**src/rtl/if_id_stage_pkg.sv**
```systemverilog
// rtl/if_id_stage_pkg.sv - shared fetch/decode pipeline constants and register layout
package if_id_stage_pkg;

    localparam int                DATA_W    = 32;
    localparam int                PC_INC    = 4;
    localparam logic [DATA_W-1:0] NOP_INSTR = 32'h0000_0000;

    // Register contents of the IF/ID boundary; id_ex reuses the PC fields.
    typedef struct packed {
        logic [DATA_W-1:0] pc;
        logic [DATA_W-1:0] pc_plus4;
        logic [DATA_W-1:0] instr;
        logic              valid;
    } if_id_t;

    // Canonical bubble: NOP with zeroed PC fields and valid cleared.
    function automatic if_id_t if_id_bubble();
        if_id_t b;
        b.pc       = '0;
        b.pc_plus4 = '0;
        b.instr    = NOP_INSTR;
        b.valid    = 1'b0;
        return b;
    endfunction

endpackage

```
**src/rtl/if_id_stage_sat_counter.sv**
```systemverilog
// rtl/if_id_stage_sat_counter.sv - width-parameterised saturating event counter
module if_id_stage_sat_counter #(
    parameter int W = 32
) (
    input  logic         clk,
    input  logic         rst_n,
    input  logic         en_i,
    output logic [W-1:0] cnt_o
);

    logic [W-1:0] cnt_q;
    logic [W-1:0] cnt_d;
    logic         at_max;

    assign at_max = &cnt_q;

    // Count enabled events, sticking at all-ones instead of wrapping.
    always_comb begin
        cnt_d = cnt_q;
        if (en_i && !at_max) begin
            cnt_d = cnt_q + W'(1);
        end
    end

    // Counter state with asynchronous clear.
    always_ff @(posedge clk or negedge rst_n) begin
        if (!rst_n) begin
            cnt_q <= '0;
        end else begin
            cnt_q <= cnt_d;
        end
    end

    assign cnt_o = cnt_q;

endmodule

```
**src/rtl/if_id_stage.sv**
```systemverilog
// rtl/if_id_stage.sv - IF/ID pipeline register with stall/flush; IF_ID_PERF_CNT_EN adds stall/flush counters
module if_id_stage #(
    parameter int                DATA_W    = if_id_stage_pkg::DATA_W,
    parameter int                PC_INC    = if_id_stage_pkg::PC_INC,
    parameter logic [DATA_W-1:0] NOP_INSTR = if_id_stage_pkg::NOP_INSTR
) (
    input  logic              clk,
    input  logic              rst,
    input  logic [DATA_W-1:0] pc_in,
    input  logic [DATA_W-1:0] instr_in,
    input  logic              hold,
    input  logic              flush,
    output logic [DATA_W-1:0] pc_out,
    output logic [DATA_W-1:0] pc_plus4_out,
    output logic [DATA_W-1:0] instr_out,
    output logic              valid_out
`ifdef IF_ID_PERF_CNT_EN
    ,
    output logic [31:0]       stall_cnt,
    output logic [31:0]       flush_cnt
`endif
);

    logic [DATA_W-1:0] pc_q,       pc_d;
    logic [DATA_W-1:0] pc_plus4_q, pc_plus4_d;
    logic [DATA_W-1:0] instr_q,    instr_d;
    logic              valid_q,    valid_d;

    // Next state: flush beats hold beats load; inputs are only looked at on load,
    // so unknown fetch data during a stall or redirect never reaches decode.
    always_comb begin
        pc_d       = pc_q;
        pc_plus4_d = pc_plus4_q;
        instr_d    = instr_q;
        valid_d    = valid_q;
        if (flush) begin
            pc_d       = '0;
            pc_plus4_d = '0;
            instr_d    = NOP_INSTR;
            valid_d    = 1'b0;
        end else if (!hold) begin
            pc_d       = pc_in;
            pc_plus4_d = pc_in + DATA_W'(PC_INC);
            instr_d    = instr_in;
            valid_d    = 1'b1;
        end
    end

    // Pipeline register; reset empties the slot to a bubble immediately.
    always_ff @(posedge clk or negedge rst) begin
        if (!rst) begin
            pc_q       <= '0;
            pc_plus4_q <= '0;
            instr_q    <= NOP_INSTR;
            valid_q    <= 1'b0;
        end else begin
            pc_q       <= pc_d;
            pc_plus4_q <= pc_plus4_d;
            instr_q    <= instr_d;
            valid_q    <= valid_d;
        end
    end

    assign pc_out       = pc_q;
    assign pc_plus4_out = pc_plus4_q;
    assign instr_out    = instr_q;
    assign valid_out    = valid_q;

`ifdef IF_ID_PERF_CNT_EN
    logic stall_ev;

    // A stall that coincides with a flush is accounted as a flush only.
    assign stall_ev = hold && !flush;

    if_id_stage_sat_counter #(.W(32)) u_stall_cnt (
        .clk   (clk),
        .rst_n (rst),
        .en_i  (stall_ev),
        .cnt_o (stall_cnt)
    );

    if_id_stage_sat_counter #(.W(32)) u_flush_cnt (
        .clk   (clk),
        .rst_n (rst),
        .en_i  (flush),
        .cnt_o (flush_cnt)
    );
`endif

endmodule

```
**config.mk**
```make
export PLATFORM = sky130hd
export DESIGN_NAME = if_id_stage
export DESIGN_NICKNAME = d
export VERILOG_FILES = /design/src/rtl/if_id_stage_pkg.sv /design/src/rtl/if_id_stage_sat_counter.sv /design/src/rtl/if_id_stage.sv
export SDC_FILE = /design/constraint.sdc
export NUM_CORES = 1
export LEC_CHECK = 0
export BUFFER_PORTS_ARGS = -buffer_cell sky130_fd_sc_hd__buf_4
export CAP_MARGIN = 20
export CORE_MARGIN = 1
export CORE_UTILIZATION = 53
export CTS_CLUSTER_DIAMETER = 150
export DETAILED_ROUTE_END_ITERATION = 6
export HOLD_SLACK_MARGIN = 0.1
export PLACE_DENSITY_LB_ADDON = 0.15
export SETUP_SLACK_MARGIN = 0.3
export SKIP_LAST_GASP = 1
export SYNTH_ARGS = -nofsm -noshare
export SYNTH_HDL_FRONTEND = slang
export SYNTH_SLANG_ARGS = --single-unit
```
**constraint.sdc**
```tcl
create_clock -name clk -period 1.75 [get_ports clk]
set_input_delay 0.175 -clock clk [delete_from_list [all_inputs] [get_ports clk]]
set_output_delay 0.175 -clock clk [all_outputs]
set_load 0.02 [all_outputs]
```
==> results.yml <==
status:
  status: "completed"
logic_synthesis:
  yosysWarnings: 0
  synth_compound_gate_area_share: 0.0889
  ys_seq_elements: 95
  ys_top_cells_by_count: "dfrtp_1 (95), nor2_1 (90), mux2i_1 (61), clkbuf_1 (22)"
  synth_edf_count: 0
  synth_xor_area_frac: 0.0257
  synth_cells: 421
  synthSimpleGateAreaFrac: 0.169
  async_flop_share: 1.00
  yosys.area.top_type: "dfrtp_1"
  yosysTopAreaCellShare: 0.536
  seq_area_frac_synth: 0.536
  yosysMostFrequentCell: "dfrtp_1"
  syn_avg_cell_area_um2: 10.5
  synth_fa_ha_area_frac: 0.00282
  synthFlopType: "dfrtp_1"
  netlist_top_cells_area: "dfrtp_1 (54%), mux2i_1 (14%), nor2_1 (7.6%), a211oi_1 (2.4%), clkbuf_1 (1.9%)"
  synth_nets: 490
  synth_cell_types: 38
  synth_top_family_by_area: "simple AND/OR/NAND/NOR gates"
  syn-cell-area_um2: 4430
  muxShareOfSynthArea: 0.138
drt:
  first_iter_violations: 261
  first_pass_iters: 4
  post_drt_wl_per_cell_um: 17.3
  ant_nets: 0
  drc_errors: 0
  via_count: 4089
  viasPerCell: 5.53
  wl_um: 12800
min_path:
  hp-class: "in -> reg"
  holdCritStartpoint: "instr_in[17]"
  min_path_cells: 3
clocking:
  h-tree-depth: 3
  clk_latency_ns: 0.36
  cts-root-buf: "clkbuf_8"
  clockBufferDepth: 2
  cts_made_buffers: 9
  clk_pin_slew_ns: 0.10
  clkSinkCount: 95
  cts_tree: "yes"
global_routing:
  grt_use_total: 0.305
  grt_pass1_vias: 4102
  grt-ovfl-total: 0
  grt_start_max_net_pins: 53
  antenna_found_initial: 0
  grt_pass1_wl_um: 20400
worst_setup_path:
  arrival_ns: 1.64
  crit_fanout: 9
  startpoint: "pc_in[15]"
  criticalPathCategory: "in -> reg"
  slowest_delay_ns: 0.52
  crit_required_ns: 2.02
  r2r-start: "pc_plus4_out[15]"
  ff2ff_path_depth: 2
  critPathLaunchType: "input pin"
  slowest_stage: "or4_1"
  critPathCaptureType: "flip-flop"
  path_cells: "buf_4 -> nand3_4 -> or3_4 -> or4_1 -> a311oi_2"
cells_and_area:
  fin_nets: 702
  area_delta_synth_final_pct: 48.4
  antenna_cells: 0
  fillers: 470
  seqCellArea_um2: 2380
  multiInputGateArea_um2: 1930
  layout-drive-gt1-share: 0.351
timing:
  setup_tns_ns: 0
  finClkSkew_ns: 0
  tightest_slew_ns: 0.587
  fmax_mhz: 734
  min_period_over_period: 0.779
  fin_ws_ns: 0.387
  setup-violations-final: 0
  slew_viol_final: 0
  rsz0062_at_grt: "true"
  maxSlewHeadroom: 0.609
  fin_crit_ns: 1.36
  hold_violations: 0
power:
  p_per_area_nw_per_um2: 764
  irDropWorstVdd_uv: 490
  p_leak_nw: 3.30
die:
  die_area_um2: 8740
  core-area_um2: 7930
  dieWidth_um: 93.5
  die_height_um: 93.5
  rows: 32
  initial_core_util: 0.559
  io_pins: 165
place:
  dpl_worst_slack_ns: 0.0272
  routabilityCongestion: 0.874
  numPortBuffers: 164
  dp_hpwl_um: 8720
job:
  cap_violations: 0
final timing paths:
kind | to | slack (ns)
max | pc_plus4_out[23] | 0.39
min | instr_out[17] | 0.1
max reg2reg | pc_plus4_out[15] | 0.78
min reg2reg | pc_out[12] | 0.54
max in group asynchronous | instr_out[5] | 0.83
min in group asynchronous | pc_out[20] | 0.27
cell usage in the layout (no fill, tap or decap), types with 2 or more instances in the layout:
master	netlist	routed
buf_4	2	189
a211oi_1	14	14
nor3_1	6	5
xnor2_1	6	6
inv_1	14	14
and3_1	5	5
nor4_1	6	6
and4_1	5	5
a31o_2	2	2
a311oi_1	8	7
or3_1	3	2
clkbuf_8	0	9
or4_1	3	3
nor2b_1	3	3
or3_4	1	2
a2111oi_0	4	4
a21oi_1	9	9
o21ai_0	3	3
inv_8	0	2
nor2_1	90	89
nand4_1	11	11
mux2i_1	61	61
a31oi_1	3	3
xor2_1	7	7
buf_12	0	5
dlygate4sd3_1	0	37
nand3_1	9	8
a221oi_1	2	2
nand2_1	8	7
o31ai_1	4	4
o21bai_1	2	2
dfrtp_1	95	95
worst max-delay path: cells and delay by family:
family / cells / cell delay (ns)
AO/OA/AOI/OAI: 1 / 0.27
buffers and inverters: 1 / 0.12
AND/OR/NAND/NOR: 3 / 1.06
power by group:
group | switching, mW | internal (mW) | total [mW] | leakage (nW)
combinational | 0.591 | 0.508 | 1.10 | 1.94
sequential | 0.0799 | 2.32 | 2.40 | 1.25
clock | 0.834 | 0.690 | 1.52 | 0.101
kinds of logic (layout without fill, tap and decap cells):
logic type      Yosys count  count (layout)
simple gates            154             154
flops                    95              95
mux                      61              61
compound gates           53              53
buf+inv                  44             261
xor+xnor                 13              13
fa+ha+maj                 1               1
cell type report:
cell class	count	share of cell area
clock buffers	10	0.0194
clock inverters	6	0.0118
inverters	14	0.00799
multi-input cells	282	0.293
flip-flops and latches	95	0.361
well taps	102	0.0194
repair buffers	231	0.287
per-layer routing:
| metal | part of all wire | track usage |
|---|---|---|
| met5 | 0 | 0 |
| met4 | 0.022 | 0.124 |
| met3 | 0.059 | 0.0602 |
| met2 | 0.51 | 0.521 |
| met1 | 0.41 | 0.380 |
registers in the layout (all words and copies together), names as in the netlist:
name / flops
instr_out: 32
pc_out: 32
valid_out: 1
pc_plus4_out: 30
per-stage QoR:
step                      hold slack [ns]  power [mW]  cells  instance area, um^2   util
after floorplan                    -0.121        2.93    421                 4480      -
after global placement              0.127        3.44    687                 5980  0.755
after detailed placement            0.130        3.47    687                 5980  0.755
after CTS                           0.102        5.02    740                 6560  0.827
after global routing                0.111        5.20    740                 6580  0.830
final                              0.0958        5.03    740                 6580  0.830
what timing repair did:
item | CTS | global route
hold buffers | 37 | 0
resized for setup | 0 | 4
hold endpoints to repair | 64 | 0
endpoints found under the setup margin | 0 | 3
setup buffers | 0 | 0
Power figures use the tool's default switching activity.
